[src/rtl/matrix_result_collector.sv]
// Collects an out-of-order M x N result stream into a buffer, then replays it over valid/ready.
// Define COLLECT_TRANSPOSE_EN to drain column-major instead of row-major.
module matrix_result_collector #(
    parameter int DATA_WIDTH = 16,
    parameter int M          = 4,
    parameter int N          = 2
) (
    input  logic                      clk,
    input  logic                      rst,
    input  logic                      start,
    input  logic [DATA_WIDTH-1:0]     c_data,
    input  logic [$clog2(M)-1:0]      c_row,
    input  logic [$clog2(N)-1:0]      c_col,
    input  logic                      c_valid,
    input  logic                      c_done,
    output logic [DATA_WIDTH-1:0]     out_data,
    output logic [$clog2(M)-1:0]      out_row,
    output logic [$clog2(N)-1:0]      out_col,
    output logic                      out_valid,
    input  logic                      out_ready,
    output logic                      out_last,
    output logic                      complete,
    output logic                      busy,
    output logic [$clog2(M*N+1)-1:0]  count,
    output logic                      err_dup,
    output logic                      err_range,
    output logic                      err_missing,
    output logic [1:0]                dbg_state
);
    localparam int RW = $clog2(M);
    localparam int KW = $clog2(N);
    localparam int E  = M * N;
    localparam int AW = $clog2(E);
    localparam int CW = $clog2(E + 1);

    typedef enum logic [1:0] {
        IDLE    = 2'd0,
        COLLECT = 2'd1,
        DRAIN   = 2'd2
    } state_t;

    state_t state, state_next;

    logic [DATA_WIDTH-1:0] mem [E];
    logic [E-1:0]          bitmap, wr_mask, bitmap_next;
    logic [RW-1:0]         d_row;
    logic [KW-1:0]         d_col;
    logic [AW-1:0]         wr_idx, rd_idx;
    logic                  in_range, wr_en, is_dup, full_next, beat, last_idx;

    assign in_range    = (32'(c_row) < M) && (32'(c_col) < N);
    assign wr_idx      = AW'(32'(c_row) * N + 32'(c_col));
    assign wr_en       = (state == COLLECT) && !start && c_valid && in_range;
    assign wr_mask     = wr_en ? (E'(1) << wr_idx) : '0;
    assign is_dup      = |(bitmap & wr_mask);
    assign bitmap_next = bitmap | wr_mask;
    assign full_next   = &bitmap_next;

    // Drain handshake: a beat transfers on a cycle where out_valid && out_ready.
    // While out_valid is high and out_ready low, data/row/col/last hold; out_valid
    // never drops without a transfer except when start aborts the drain.
    assign rd_idx    = AW'(32'(d_row) * N + 32'(d_col));
    assign last_idx  = (32'(d_row) == M - 1) && (32'(d_col) == N - 1);
    assign out_valid = (state == DRAIN);
    assign beat      = out_valid && out_ready;
    assign out_row   = out_valid ? d_row : '0;
    assign out_col   = out_valid ? d_col : '0;
    assign out_last  = out_valid && last_idx;
    assign out_data  = (out_valid && bitmap[rd_idx]) ? mem[rd_idx] : '0;
    assign busy      = (state != IDLE);
    assign dbg_state = state;

    always_ff @(posedge clk) begin
        if (rst) state <= IDLE;
        else     state <= state_next;
    end

    always_comb begin
        state_next = state;
        case (state)
            IDLE:    if (start) state_next = COLLECT;
            COLLECT: begin
                if (start)                      state_next = COLLECT;
                else if (full_next || c_done)   state_next = DRAIN;
            end
            DRAIN: begin
                if (start)                      state_next = COLLECT;
                else if (beat && last_idx)      state_next = IDLE;
            end
            default: state_next = IDLE;
        endcase
    end

    always_ff @(posedge clk) begin
        if (rst) begin
            bitmap      <= '0;
            count       <= '0;
            err_dup     <= 1'b0;
            err_range   <= 1'b0;
            err_missing <= 1'b0;
            complete    <= 1'b0;
            d_row       <= '0;
            d_col       <= '0;
        end else begin
            complete <= 1'b0;
            if (start) begin
                bitmap      <= '0;
                count       <= '0;
                err_dup     <= 1'b0;
                err_range   <= 1'b0;
                err_missing <= 1'b0;
                d_row       <= '0;
                d_col       <= '0;
            end else if (state == COLLECT) begin
                bitmap <= bitmap_next;
                if (c_valid && !in_range) err_range <= 1'b1;
                if (wr_en) begin
                    if (is_dup) err_dup <= 1'b1;
                    else        count   <= count + CW'(1);
                end
                if (full_next)   complete    <= 1'b1;
                else if (c_done) err_missing <= 1'b1;
            end else if (state == DRAIN && beat) begin
                if (last_idx) begin
                    d_row <= '0;
                    d_col <= '0;
                end else begin
`ifdef COLLECT_TRANSPOSE_EN
                    if (32'(d_row) == M - 1) begin
                        d_row <= '0;
                        d_col <= d_col + KW'(1);
                    end else begin
                        d_row <= d_row + RW'(1);
                    end
`else
                    if (32'(d_col) == N - 1) begin
                        d_col <= '0;
                        d_row <= d_row + RW'(1);
                    end else begin
                        d_col <= d_col + KW'(1);
                    end
`endif
                end
            end
        end
    end

    // Buffer contents need no reset; the bitmap decides what is meaningful.
    always_ff @(posedge clk) begin
        if (wr_en) mem[wr_idx] <= c_data;
    end
endmodule
[config.mk]
export PLATFORM = sky130hd
export DESIGN_NAME = matrix_result_collector
export DESIGN_NICKNAME = d
export VERILOG_FILES = /design/src/rtl/matrix_result_collector.sv
export SDC_FILE = /design/constraint.sdc
export NUM_CORES = 1
export LEC_CHECK = 0
export BUFFER_PORTS_ARGS = -buffer_cell sky130_fd_sc_hd__buf_2
export CORE_UTILIZATION = 35
export CTS_CLUSTER_DIAMETER = 50
export DETAILED_ROUTE_END_ITERATION = 10
export PLACE_DENSITY_LB_ADDON = 0.15
export REMOVE_ABC_BUFFERS = 1
export SYNTH_ARGS = -nofsm -noshare
export SYNTH_HDL_FRONTEND = slang
export SYNTH_SLANG_ARGS = --single-unit
[constraint.sdc]
create_clock -name clk -period 2.5 [get_ports clk]
set_input_delay 0.5 -clock clk [delete_from_list [all_inputs] [get_ports clk]]
set_output_delay 0.5 -clock clk [all_outputs]
set_load 0.02 [all_outputs]
Word level (Yosys, flattened, before mapping)
Memories as Yosys holds them, arrays and structs flattened.
Index checks and enable logic that the tools add are counted.

word-level totals
  input bits = 25
  logic and storage cells = 69
  bits in writable memories = 128
  register bits after elaboration = 20
  memories = 1
  output and inout bits = 32

memories
  name  depth  width  rd ports  clocked after memory_dff  write ports  line  text
  mem   8      16     1         0                         1            44    logic [DATA_WIDTH-1:0] mem [E];

cells by class
  multiplexer cells = 19
  equal/unequal tests = 6
  shift-type cells = 1
  magnitude comparators = 1
  add/sub/neg operators = 5
  reductions and logical operators = 23
  bitwise gates (word level) = 5

operators by type and width
  cell                                                                   count
  16-bit 2-to-1 mux                                                      1
  2-bit 2-to-1 mux                                                       8
  3-bit AND reduction                                                    5
  8-bit bitwise AND                                                      1
  1-bit logical AND                                                      8
  8-bit 2-to-1 mux                                                       1
  8-bit OR                                                               1
  8-bit AND reduction                                                    1
  8-bit OR reduction                                                     1
  1-bit by 3-bit << shifter with 8-bit output (first input constant)     1
  1-bit 2-to-1 mux                                                       7
  3-bit by 1-bit adder with 3-bit output                                 2
  3-bit by 2-bit != test with 1-bit output (second input constant)       2
  2-bit one-hot mux with 3 select lines                                  1
  4-bit by 1-bit adder with 4-bit output (second input constant)         1
  2-bit == test (second input constant)                                  2
  3-bit by 4-bit < comparator with 1-bit output (second input constant)  1
  2-bit nonzero test                                                     2
  1-bit binary-select mux with 3-bit select                              1
  1-bit NOT                                                              3
  3-bit OR reduction                                                     1
  2-bit by 1-bit adder with 2-bit output (second input constant)         1
  2-bit by 1-bit == test with 1-bit output (second input constant)       1
  2-bit zero test                                                        1
  6 further kinds                                                        6

Longest topological paths before layout
  word-level depth = 10
  depth in mapped cells = 6
  gate-level depth less buffers = 5

Least setup slack after synthesis
No wires, ideal clock.

  path kind = input -> register
  start point = in start
  end point = reg complete
  slack = -0.133 ns
  stages = 6
  arrival = 2.573 ns
  path through = nand4bb_1 > buf_6 > nor4_2 > a22oi_1 > nor4_4 > and3_1

on the way
  cells in the longest elaborated chain, start to end = 7
  elaborated cells on any way between the ends = 8
  classes of those cells = mux: 2; bitwise: 1; reduce/logical: 5

ends and longest elaborated chain
  element                         line  text
  start: declaration              10    input logic start,
  1-bit zero test                 53    assign wr_en = (state == COLLECT) && !start && c_valid && in_range;
  1-bit logical AND (2 in a row)  53
  8-bit 2-to-1 mux                54    assign wr_mask = wr_en ? (E'(1) << wr_idx) : '0;
  8-bit OR                        56    assign bitmap_next = bitmap | wr_mask;
  8-bit AND reduction             57    assign full_next = &bitmap_next;
  1-bit 2-to-1 mux                121   if (full_next) complete <= 1'b1;
  end signal: assignment          101   complete <= 1'b0;
  end signal: assignment          105   complete <= 1'b0;
  end signal: assignment          121
  end: declaration                22    output logic complete,

Several ways; a longest one is shown, not always the timed one.
A chain may end at the register's enable or synchronous reset.

Worst setup path after layout
  start point = reg d_col
  end point = out out_data[5]

on the way
  cells in the longest elaborated chain, start to end = 5
  elaborated cells on any way between the ends = 6
  classes of those cells = add/sub: 1; mux: 3; reduce/logical: 1; memory: 1

ends and longest elaborated chain
  element                                    line  text
  start: declaration                         47    logic [KW-1:0] d_col;
  start signal: assignment                   140   d_col <= d_col + KW'(1);
  3-bit by 1-bit adder with 3-bit output *   62    assign rd_idx = AW'(32'(d_row) * N + 32'(d_col));
  1-bit binary-select mux with 3-bit select  69    assign out_data = (out_valid && bitmap[rd_idx]) ? mem[rd_idx] : '0;
  1-bit 2-to-1 mux (implied by the code)     69
  1-bit logical AND                          69
  16-bit 2-to-1 mux *                        69
  end: declaration                           16    output logic [DATA_WIDTH-1:0] out_data,

Mark *: on every way between the ends. The rest lies on a longest branch, timed or not. The select of a mux whose other input is x is not followed.

==> run metrics <==
status complete, but fails checks; failing checks setup timing; Layout Area Growth over Synthesis 25.15%; Starting Density 0.3609; Die Wd 133.0 um; clk slew on worst S/H paths 0.06 ns; Yosys Warn Count 0; CP Cell Sequence mux4_2, mux2_4, nand2_8, buf_12, nor2_2, buf_6; CP max-delay cell mux4_2; WHS Endpoint mem[1][4]$_DFFE_PP_; CP startpoint d_col$_SDFFE_PP0P_; via count 3170; Detailed Place HPWL 7397 um; vias in the first global route 3284; final worst slack -0.06761 ns; Detailed Routing Iterations Pass 1 4; row count 47; CTS tree yes; top-count cell post-synth edfxtp_1; average size of a mapped cell between 15 and 20 um2; clk buf depth 2; Routed Antenna Nets 0; largest vdd supply drop 444.0 uV; placed cell area 0.006644 mm2; Tightest Hold Check Type in2reg; TritonCTS Buffers 17; Hold Violations, Final 0; WP buf/inv 2; leak pwr ~2.5 nW; wire length per cell 19.53 um; main area contributors after synthesis edfxtp_1 64%, mux4_2 13%, dfxtp_1 6.7%, mux2i_1 3.3%, nor2_1 2.3%; core footprint ~0.017 mm2; Critical Path Source Type register; Worst Path Arrival roughly 2.1 ns; die area 0.01769 mm2; grt ovf 0; fin cells 645; GRT Util Overall 0.1555; PwrDens ~700 mW/mm2; I/O Buffers 55; RR Endpoint complete$_SDFF_PP0_; min Tclk post-route 2.568 ns; routability cong. 0.7724; post-route design area between 0.007 and 0.008 mm2; Primary FF master, synth edfxtp_1; clk_skew around 0.0075 ns; ys async rst share 0; biggest area consumer among synthesized cells edfxtp_1; Post-Syn Area 0.006006 mm2; number of synthesized flops with an enable pin 128; RSZ-0062 raised after global routing yes; antenna violations before repair 1; top post-synthesis cells by count 128 x edfxtp_1, 37 x nor2_1, 34 x mux4_2; Mapped Cells between 300 and 400; first-pass GRT wire length 19510 um; Top-Level Pins 57; layout cell share with drive strength beyond 1 0.4151; R2R Setup Slk 0.68 ns; crit-path max cell delay 0.50 ns; Worst Path Max Fanout 7; critical path's top delay family multiplexers; fin nets 438; clock root cell clkbuf_16; FF-to-FF path depth 6; Slew Limit Fails 0; CP endpoint kind output port; Max Clk Rate 389.5 MHz; Worst-Skew Late Latency 0.41 ns; Reg-to-Reg Start dbg_state[0]$_SDFFE_PP0P_; H-Tree Depth 4; Post-route DRC 0; hold path cells 1; clock sink total 148; Post-Route WL 12600 um; vias per cell 4.915; Yosys top cell area share 0.6400; fillcell total 1436; post-synth cell types 46; Max-Cap Viols 0; quantity of hold-fixing buffers added after cts 0; #FFs+latches synth 148; CP required roughly 2.0 ns; Seq/Total Area, Yosys 0.7067; min-delay src c_data[4]; final setup fails 16; dpl cells 608; largest net degree at the start of global routing 20; Die Height 133.0 um; Starting DRT DRC Count between 100 and 150; Final period util 1.027; CP Class reg2out
-- cell families after synthesis --
logic type               share of synthesized area
AND/OR/NAND/NOR                            0.07271
XOR/XNOR                                  0.005834
AO/OA/AOI/OAI                              0.02521
buffers and inverters                      0.02021
adder cells (fa/ha/maj)                   0.004166
other                                    0.0006244
flip-flops                                  0.7067
multiplexers                                0.1646
-- worst max path at each step --
stage / end / slack [ns] / cells after the start
after floorplan: out_data[0] / -0.99 / 4
after global placement: out_data[11] / 0.32 / 5
after detailed placement: out_data[5] / 0.28 / 6
after CTS: out_data[10] / -0.09 / 6
after global routing: out_data[6] / -0.15 / 6
final: out_data[5] / -0.07 / 6
-- per-stage QoR --
| stage | setup WS (ns) | hold slack, ns | TNS, ns | total power [mW] | utilization |
|---|---|---|---|---|---|
| 2_1_floorplan | -0.9918 | 0.4777 | -21.35 | 2.798 | - |
| 3_3_place_gp | 0.3165 | 0.4346 | 0 | 2.867 | 0.3992 |
| 3_5_place_dp | 0.2799 | 0.4512 | 0 | 2.872 | 0.3992 |
| 4_1_cts | -0.09285 | 0.3332 | -1.271 | 5.338 | 0.4476 |
| 5_1_grt | -0.1496 | 0.3472 | -2.079 | 5.455 | 0.4515 |
| 6_report | -0.06761 | 0.3555 | -0.7707 | 5.282 | 0.4516 |
-- cell type report --
class / instances / area, um2 / area share
Multi-Input combinational cell: 161 / 1754 / 0.2334
Antenna cell: 1 / 2.502 / 0.0003329
Inverter: 5 / 18.77 / 0.002497
Tap cell: 220 / 275.3 / 0.03662
Sequential cell: 148 / 4248 / 0.5652
Clock inverter: 13 / 140.1 / 0.01864
Timing Repair Buffer: 78 / 644.4 / 0.08573
Clock buffer: 19 / 432.9 / 0.05760
-- placed cells by master, fill, tap and decap left out, types with 3 or more instances in the layout --
cell / Yosys / routed
a21oi_1: 5 / 5
a22oi_1: 3 / 3
and2_1: 6 / 6
and3_1: 3 / 3
buf_12: 0 / 3
buf_2: 4 / 39
buf_4: 5 / 15
buf_6: 1 / 17
bufinv_16: 0 / 3
clkbuf_16: 0 / 17
clkinv_1: 0 / 4
clkinv_2: 0 / 4
dfxtp_1: 20 / 19
edfxtp_1: 128 / 128
inv_1: 5 / 5
mux2i_1: 20 / 18
mux4_2: 34 / 34
nand2_1: 6 / 5
nand3_1: 5 / 5
nor2_1: 37 / 20
nor2_2: 0 / 12
nor2_4: 0 / 5
nor3_2: 2 / 4
xnor2_1: 3 / 3
-- per-layer routing --
metal  wire [um]  track usage  vias to the layer above
li1            -            -                     1466
met3         578      0.04330                       11
met4         135      0.05172                        0
met2        6051       0.2490                       78
met5           0            0                        -
met1        5833       0.2039                     1615
-- report_power, final --
group	internal (mW)	switching (mW)	leakage, nW	total (mW)
clock network	1.55	0.916	0.276	2.46
logic	0.0400	0.0811	0.900	0.121
registers	2.69	0.00596	1.31	2.70
-- state kept, by name, indices dropped and copies added, names as in the netlist --
register	cells
err_dup	1
bitmap	8
d_col	1
dbg_state	2
err_missing	1
mem	128
count	4
d_row	2
complete	1
-- repair_timing --
item / 4_1_cts / 5_1_grt
setup buffers: 2 / 0
cloned: 3 / 0
resized for setup: 39 / 29
endpoints found under the setup margin: 16 / 16
pin swaps: 3 / 2
No activity file was read; power rests on OpenSTA's default activity.
